===== config.mk =====
export PLATFORM = sky130hd
export DESIGN_NAME = dqsw_wrlvl_train_ctrl
export DESIGN_NICKNAME = d
export VERILOG_FILES = /design/src/rtl/dqsw_wrlvl_train_ctrl.sv
export SDC_FILE = /design/constraint.sdc
export NUM_CORES = 1
export LEC_CHECK = 0
export ABC_AREA = 1
export CORE_ASPECT_RATIO = 0.9
export CORE_MARGIN = 5
export CORE_UTILIZATION = 30
export CTS_CLUSTER_DIAMETER = 40
export DETAILED_ROUTE_END_ITERATION = 6
export PLACE_DENSITY = 0.59
export SLEW_MARGIN = 10
export SYNTH_ARGS = -nofsm -noshare
export SYNTH_HDL_FRONTEND = slang
export SYNTH_SLANG_ARGS = --single-unit

===== constraint.sdc =====
create_clock -name FAB_CLK -period 1.6 [get_ports FAB_CLK]
set_input_delay 0.24 -clock FAB_CLK [delete_from_list [all_inputs] [get_ports FAB_CLK]]
set_output_delay 0.24 -clock FAB_CLK [all_outputs]
set_load 0.01 [all_outputs]

===== src/rtl/dqsw_wrlvl_train_ctrl.sv =====
// dqsw_wrlvl_train_ctrl -- write-leveling training controller for one DDR3 DQSW lane.
// Sweeps the DQSW output delay upward from tap 0 and looks for the first tap
// with stable DQ feedback of 1 that comes after at least one tap reading 0.
// The delay line is left parked at that tap.
// Optional debug visibility: define DQSW_WRLVL_TRAIN_DBG_EN to add the
// DBG_STATE and DBG_TAP outputs.
//
// state  | meaning
// -------+-----------------------------------------------------------
// IDLE   | waiting for TRAIN_START
// LOAD   | delay line reset to tap 0, eye monitor flags cleared
// SETTLE | delay line settling after LOAD/MOVE
// PULSE  | one DQS pulse driven to the IOD
// WAIT   | waiting for the pulse's RX_DATA to become valid
// SAMPLE | accumulate RX_DATA_0[0] for this pulse
// EVAL   | decide whether the current tap is stable 1 or 0
// STEP   | advance one tap, or stop at end of range
// DONE   | edge found, TAP_RESULT valid, delay line parked
// ERR    | sweep ran out of taps or the delay line saturated
module dqsw_wrlvl_train_ctrl #(
  parameter int TAP_W           = 7,
  parameter int TAP_MAX         = 127,
  parameter int SETTLE_CYCLES   = 8,
  parameter int SAMPLES_PER_TAP = 4,
  parameter int RX_LAT          = 4
) (
  input  logic             FAB_CLK,
  input  logic             RESET_N,
  input  logic             TRAIN_START,
  output logic             TRAIN_BUSY,
  output logic             TRAIN_DONE,
  output logic             TRAIN_ERR,
  output logic [TAP_W-1:0] TAP_RESULT,
  output logic [1:0]       TX_DATA_0,
  output logic [1:0]       OE_DATA_0,
  output logic             DELAY_LINE_LOAD_0,
  output logic             DELAY_LINE_MOVE_0,
  output logic             DELAY_LINE_DIRECTION_0,
  output logic             EYE_MONITOR_CLEAR_FLAGS_0,
  input  logic             DELAY_LINE_OUT_OF_RANGE_0,
  input  logic [1:0]       RX_DATA_0
`ifdef DQSW_WRLVL_TRAIN_DBG_EN
  ,
  output logic [3:0]       DBG_STATE,
  output logic [TAP_W-1:0] DBG_TAP
`endif
);

  // One down-counter serves both the settle wait and the RX latency wait.
  localparam int TMR_MAX = (SETTLE_CYCLES > RX_LAT) ? SETTLE_CYCLES : RX_LAT;
  localparam int TMR_W   = $clog2(TMR_MAX + 1);
  localparam int SMP_W   = $clog2(SAMPLES_PER_TAP + 1);

  localparam logic [TMR_W-1:0] SETTLE_LD = TMR_W'(SETTLE_CYCLES - 1);
  localparam logic [TMR_W-1:0] WAIT_LD   = TMR_W'((RX_LAT > 1) ? (RX_LAT - 2) : 0);
  localparam logic [SMP_W-1:0] SMP_LAST  = SMP_W'(SAMPLES_PER_TAP - 1);
  localparam logic [SMP_W-1:0] SMP_ALL   = SMP_W'(SAMPLES_PER_TAP);
  localparam logic [TAP_W-1:0] TAP_LAST  = TAP_W'(TAP_MAX);

  typedef enum logic [3:0] {
    S_IDLE   = 4'd0,
    S_LOAD   = 4'd1,
    S_SETTLE = 4'd2,
    S_PULSE  = 4'd3,
    S_WAIT   = 4'd4,
    S_SAMPLE = 4'd5,
    S_EVAL   = 4'd6,
    S_STEP   = 4'd7,
    S_DONE   = 4'd8,
    S_ERR    = 4'd9
  } state_t;

  state_t           state;
  logic [TAP_W-1:0] tap;
  logic [TMR_W-1:0] tmr;
  logic [SMP_W-1:0] pulse_cnt;
  logic [SMP_W-1:0] ones_cnt;
  logic             seen_zero;

  // Only bit 0 of the feedback carries the leveling result.
  logic unused_rx_hi;
  assign unused_rx_hi = RX_DATA_0[1];

  // Training sequencer: state, counters and all registered outputs.
  always_ff @(posedge FAB_CLK) begin
    if (!RESET_N) begin
      state                     <= S_IDLE;
      tap                       <= '0;
      tmr                       <= '0;
      pulse_cnt                 <= '0;
      ones_cnt                  <= '0;
      seen_zero                 <= 1'b0;
      TRAIN_BUSY                <= 1'b0;
      TRAIN_DONE                <= 1'b0;
      TRAIN_ERR                 <= 1'b0;
      TAP_RESULT                <= '0;
      TX_DATA_0                 <= 2'b00;
      OE_DATA_0                 <= 2'b00;
      DELAY_LINE_LOAD_0         <= 1'b0;
      DELAY_LINE_MOVE_0         <= 1'b0;
      DELAY_LINE_DIRECTION_0    <= 1'b1;
      EYE_MONITOR_CLEAR_FLAGS_0 <= 1'b0;
    end else begin
      // Pulse-type outputs default low; the sweep only ever increments.
      TX_DATA_0                 <= 2'b00;
      OE_DATA_0                 <= 2'b00;
      DELAY_LINE_LOAD_0         <= 1'b0;
      DELAY_LINE_MOVE_0         <= 1'b0;
      DELAY_LINE_DIRECTION_0    <= 1'b1;
      EYE_MONITOR_CLEAR_FLAGS_0 <= 1'b0;
      case (state)
        S_IDLE, S_DONE, S_ERR: begin
          if (TRAIN_START) begin
            state                     <= S_LOAD;
            tap                       <= '0;
            seen_zero                 <= 1'b0;
            TRAIN_BUSY                <= 1'b1;
            TRAIN_DONE                <= 1'b0;
            TRAIN_ERR                 <= 1'b0;
            TAP_RESULT                <= '0;
            DELAY_LINE_LOAD_0         <= 1'b1;
            EYE_MONITOR_CLEAR_FLAGS_0 <= 1'b1;
          end
        end
        S_LOAD: begin
          state     <= S_SETTLE;
          tmr       <= SETTLE_LD;
          pulse_cnt <= '0;
          ones_cnt  <= '0;
        end
        S_SETTLE: begin
          if (tmr == '0) begin
            state     <= S_PULSE;
            TX_DATA_0 <= 2'b01;
            OE_DATA_0 <= 2'b11;
          end else begin
            tmr <= tmr - TMR_W'(1);
          end
        end
        S_PULSE: begin
          // With RX_LAT of 1 the feedback is already valid on the next cycle.
          if (RX_LAT > 1) begin
            state <= S_WAIT;
            tmr   <= WAIT_LD;
          end else begin
            state <= S_SAMPLE;
          end
        end
        S_WAIT: begin
          if (tmr == '0) state <= S_SAMPLE;
          else           tmr   <= tmr - TMR_W'(1);
        end
        S_SAMPLE: begin
          ones_cnt  <= ones_cnt + SMP_W'(RX_DATA_0[0]);
          pulse_cnt <= pulse_cnt + SMP_W'(1);
          if (pulse_cnt == SMP_LAST) begin
            state <= S_EVAL;
          end else begin
            state     <= S_PULSE;
            TX_DATA_0 <= 2'b01;
            OE_DATA_0 <= 2'b11;
          end
        end
        S_EVAL: begin
          // A tap only counts as 1 if every pulse read back 1.
          if (ones_cnt != SMP_ALL) begin
            seen_zero <= 1'b1;
            state     <= S_STEP;
          end else if (seen_zero) begin
            TAP_RESULT <= tap;
            TRAIN_DONE <= 1'b1;
            TRAIN_BUSY <= 1'b0;
            state      <= S_DONE;
          end else begin
            state <= S_STEP;
          end
        end
        S_STEP: begin
          if ((tap == TAP_LAST) || DELAY_LINE_OUT_OF_RANGE_0) begin
            TAP_RESULT <= tap;
            TRAIN_ERR  <= 1'b1;
            TRAIN_BUSY <= 1'b0;
            state      <= S_ERR;
          end else begin
            DELAY_LINE_MOVE_0 <= 1'b1;
            tap               <= tap + TAP_W'(1);
            tmr               <= SETTLE_LD;
            pulse_cnt         <= '0;
            ones_cnt          <= '0;
            state             <= S_SETTLE;
          end
        end
        default: state <= S_IDLE;
      endcase
    end
  end

`ifdef DQSW_WRLVL_TRAIN_DBG_EN
  // Debug taps straight off the state and tap registers.
  assign DBG_STATE = state;
  assign DBG_TAP   = tap;
`endif

endmodule


======== Word level (Yosys, flattened, before mapping) ========
Index checks and enable logic that the tools add are counted.
word-level totals
  register bits ........................... 38
  input port bits ......................... 6
  output and inout port bits .............. 18
  logic and storage cells ................. 101
operators by class
  $add $sub $neg .......................... 4
  equal/unequal tests ..................... 21
  mux-type cells .......................... 42
  reductions and logical operators ........ 20
operators by type and width
  kind                                                  number
  2-to-1 mux 7 bit                                      5
  2-to-1 mux 4 bit                                      8
  case mux 4 bit (8 select lines)                       1
  case mux 7 bit (3 select lines)                       1
  != test 2 bit (second input constant)                 9
  case mux 3 bit (3 select lines)                       2
  equality test 4 x 3 -> 1 bit (second input constant)  4
  case mux 4 bit (4 select lines)                       1
  AND reduction 3 bit                                   5
  case mux 7 bit (2 select lines)                       1
  2-to-1 mux 1 bit                                      13
  equality test 4 x 2 -> 1 bit (second input constant)  2
  equality test 4 bit (second input constant)           2
  logical NOT 4 bit                                     2
  case mux 1 bit (2 select lines)                       4
  adder 7 x 1 -> 7 bit (second input constant)          1
  equality test 7 bit (second input constant)           1
  2-to-1 mux 3 bit                                      2
  AND reduction 2 bit                                   3
  nonzero test 3 bit                                    2
  AND reduction 5 bit                                   1
  equality test 4 x 1 -> 1 bit (second input constant)  1
  2-to-1 mux 2 bit                                      2
  case mux 2 bit (2 select lines)                       1
  other kinds (12)                                      13

======== Longest topological paths before layout ========
  depth after elaboration ................. 4
  depth in mapped cells ................... 10
  mapped depth without buffers ............ 10

======== Worst setup path before layout ========
No wires, ideal clock.
  kind .................................... register to register
  start point ............................. reg tap[0]
  end point ............................... reg TRAIN_BUSY
  library setup time ...................... 0.128 ns
  data arrival time ....................... 1.301 ns
  required time ........................... 1.472 ns
  setup slack ............................. 0.172 ns
  stages on the path, launching flop included .. 10
  buffers on the path ..................... 1
  clock period less this slack ............ 1.428 ns
  path through ............................ dfxtp_1 -> ha_1 -> nand2_1 -> nor2_2 -> nand2_2 -> nand2_2 -> nand2_4 -> buf_6 -> a31oi_1 -> nor2_1
between the ends
  word-level cells in the longest chain between the ends .. 4
ends and longest elaborated chain
  element                               RTL line  source
  from (decl)                           74        logic [TAP_W-1:0] tap;
  from (signal assigned)                186       tap <= tap + TAP_W'(1);
  equality test 7 bit                   179       if ((tap == TAP_LAST) || DELAY_LINE_OUT_OF_RANGE_0) begin
  logical OR 1 bit                      179
  != test 2 bit (no source line)        n/a
  AND reduction 5 bit (no source line)  n/a
  to (signal assigned)                  117       TRAIN_BUSY <= 1'b1;
  to (signal assigned)                  172       TRAIN_BUSY <= 1'b0;
  to (signal assigned)                  182       TRAIN_BUSY <= 1'b0;
  to (decl)                             30        output logic TRAIN_BUSY,
Every way passes these cells.
A chain may end at the register's enable or synchronous reset.

======== Worst setup path after layout ========
Ends and elaborated chain as after synthesis.

==> flow_metrics.env <==
export IMPL_status="complete, no violations"
export IMPL_initial_utilization=0.3129
export IMPL_switchingPower_uw=1105
export IMPL_swShare=0.3547
export IMPL_rsz0062_at_grt="false"
export IMPL_viasPerCell=4.611
export IMPL_drt_iter0_drc=66
export IMPL_overflow=0
export IMPL_placed_cell_area_um2=2093
export IMPL_hold_viol_final=0
export IMPL_nNetsFinal=288
export IMPL_die_x_um=91.69
export IMPL_synth_area_per_cell_um2=7.294
export IMPL_grt_max_degree=14
export IMPL_layout_cells_non_filler=347
export IMPL_finalSetupTns_ns=0
export IMPL_path_max_fanout=7
export IMPL_design_area_um2=2257
export IMPL_clkTransAtPathRegs_ns=0.08
export IMPL_crit_required_ns=1.79
export IMPL_clkSinkCount=35
export IMPL_cts_tree="yes"
export IMPL_fmax_mhz=694.1
export IMPL_grt_usage=0.1097
export IMPL_critPathMaxStageDelay_ns=0.34
export IMPL_crit_top_cell="nand2_2"
export IMPL_synth_seq_area_share=0.3889
export IMPL_antenna_found_initial=0
export IMPL_seqPwrFrac=0.341
export IMPL_cts_path_max_buffers=2
export IMPL_arrival_ns=1.63
export IMPL_die_y_um=83.52
export IMPL_h_tree_depth=2
export IMPL_period_minus_slack_ns=1.441
export IMPL_fin_skew_ns=0.01092
export IMPL_dp_hpwl_mm=2.904
export IMPL_grt_pass1_vias=1597
export IMPL_power_frac_comb=0.349
export IMPL_diodes=0
export IMPL_drive_above_1_share=0.1877
export IMPL_clk_latency_ns=0.29
export IMPL_synthesis_nets=259
export IMPL_final_util=0.3920
export IMPL_yosys_warnings=0
export IMPL_dieArea_um2=7658
export IMPL_worstHoldPathType="reg -> reg"
export IMPL_leakage_uw=0.0009483
export IMPL_grt_pass1_wl_mm=7.031
export IMPL_worst_path_max_delay_cell="dfxtp_1"
export IMPL_synth_cells=247
export IMPL_cts_buffers=5
export IMPL_setup_viol=0
export IMPL_fp_coreArea_um2=5758
export IMPL_gp_congestion=0.8185
export IMPL_drtPass1Iterations=4
export IMPL_io_buffers=20
export IMPL_endpoint_kind="flop"
export IMPL_wirelength_mm=4.010
export IMPL_io_pin_count=24
export IMPL_area_growth_pct=25.28
export IMPL_cts_root_buffer_cell="clkbuf_8"
export IMPL_maxCapViolCount=0
export IMPL_start_kind="flop"
export IMPL_rows=26
export IMPL_yosys_register_bits=35
export IMPL_netlist_area_um2=1802
export IMPL_fillCellCount=592
export IMPL_ant_nets=0
export IMPL_drc=0
export IMPL_post_route_period_util=0.9004
export IMPL_crit_chain="ha_2 -> nand2_2 -> nor2_2 -> nand2_2 -> nand2_2 -> nand2_4 -> buf_4 -> a31oi_1 -> nor2_1"
export IMPL_vdd_drop_max_mv=0.4931
export IMPL_crit_type="reg -> reg"
export IMPL_wl_per_cell_um=11.56
export IMPL_ys_types=28
export IMPL_clockPowerShare=0.310
export IMPL_placed_cells=338
export IMPL_via_count=1600
export IMPL_power_density_nw_per_um2=1380
export IMPL_p_int_uw=2010
export IMPL_drv_slew=0
## cell families (layout without fill, tap and decap cells)
family          Yosys count  in the layout  share of synthesized area
other cells               2              2                   0.004168
fa+ha+maj                 6              6                    0.04167
flops                    35             35                     0.3889
xor+xnor                  2              2                   0.009724
buf+inv                  40             70                     0.1063
simple gates            121            121                     0.3271
compound gates           41             41                     0.1222
## sequential cells by signal (all words and copies together) (netlist names)
signal	flops
DELAY_LINE_MOVE_0	1
EYE_MONITOR_CLEAR_FLAGS_0	1
OE_DATA_0	1
TAP_RESULT	7
TRAIN_BUSY	1
TRAIN_DONE	1
TRAIN_ERR	1
ones_cnt	3
pulse_cnt	3
seen_zero	1
state	4
tap	7
tmr	4
## metal layers
layer	part of all wire	wire length, µm	GRT usage	up-vias
met1	0.50	2014	0.1420	716
li1	-	-	-	848
met2	0.45	1812	0.1798	36
met3	0.046	183	0.03066	0
met4	0	0	0.02699	0
met5	0	0	0	-
## cells in the final DEF, fill, tap and decap left out
master,instances
a31oi_1,2
bufinv_16,2
nand3_1,8
nand4_1,10
o21ai_0,7
a21oi_2,1
a21oi_1,27
ha_2,1
nand2_4,5
clkinvlp_4,1
conb_1,2
inv_1,26
buf_4,12
o211ai_1,1
nand2_2,6
clkdlybuf4s50_1,20
nor2_4,1
or2_2,2
xor2_1,2
a21o_1,1
o21ai_2,1
inv_2,4
dfxtp_1,34
o2111ai_1,1
ha_1,5
nand2_1,47
nand3b_1,1
clkbuf_8,5
dfxtp_2,1
nor2_1,28
nor2_2,6
nor3_1,3
nand3_2,4
## critical path: cells and delay by family, from the launching register on
family	cells	cell delay, ns
AOI/OAI and AO/OA	1	0.13
adders and majority gates	1	0.20
buffers and inverters	1	0.16
DFF	1	0.34
and+or+nand+nor	6	0.51
## cells in the mapped netlist, drive strengths merged
| cell type | n | area share |
|---|---|---|
| nand3 | 12 | 0.042 |
| nand2 | 58 | 0.15 |
| dfxtp | 35 | 0.39 |
| xor2 | 2 | 0.0097 |
| nand4 | 10 | 0.035 |
| a21o | 1 | 0.0042 |
| nor3 | 3 | 0.0083 |
| o2111ai | 1 | 0.0049 |
| a21oi | 28 | 0.078 |
| inv | 30 | 0.063 |
| buf | 8 | 0.040 |
| or2 | 2 | 0.0069 |
| ha | 6 | 0.042 |
| nand3b | 1 | 0.0042 |
| nor2 | 35 | 0.085 |
| a31oi | 2 | 0.0069 |
| o211ai | 1 | 0.0042 |
| conb | 2 | 0.0042 |
| o21ai | 8 | 0.024 |
| clkbuf | 2 | 0.0042 |
## final cells by class
cell class	instances	area (µm²)	area share
multi-input combinational	172	928.4	0.4113
inverter	30	112.6	0.04989
clock inverter	3	67.56	0.02993
timing repair buffer	32	290.3	0.1286
tap	70	87.58	0.03880
clock buffer	5	68.82	0.03049
sequential	35	701.9	0.3110
## worst paths after layout
kind	from	end	slack, ns	cells after the start
worst min register to register	TRAIN_DONE	TRAIN_DONE	0.45	2
worst min-delay path	TRAIN_DONE	TRAIN_DONE	0.45	2
worst max register to register	tap[0]	TRAIN_BUSY	0.16	9
worst max-delay path	tap[0]	TRAIN_BUSY	0.16	9
## what timing repair did
item | in CTS | in global routing
setup buffers | 0 | 1
hold buffers | 0 | 0
endpoints found under the hold margin | 0 | 0
resized for setup | 0 | 7
setup endpoints to repair | 0 | 12
## power groups by stage
stage          Sequential, µW  Clock [µW]  Combinational, µW
5_1_grt                  1080        1020               1230
6_report                 1060         966               1090
4_1_cts                  1060         983               1080
2_1_floorplan            1070           0                834
3_3_place_gp             1080           0               1070
3_5_place_dp             1080           0               1070
## stage by stage
step                      hold slack [ns]  total power (µW)  setup WS (ns)
after floorplan                    0.3376              1899         0.1717
after global placement             0.4419              2146         0.1231
after detailed placement           0.4404              2152         0.1020
after CTS                          0.4527              3122        0.07175
after global routing               0.4690              3325        0.02628
final                              0.4530              3115         0.1594
Note: power is estimated with default switching activity, not from simulation.
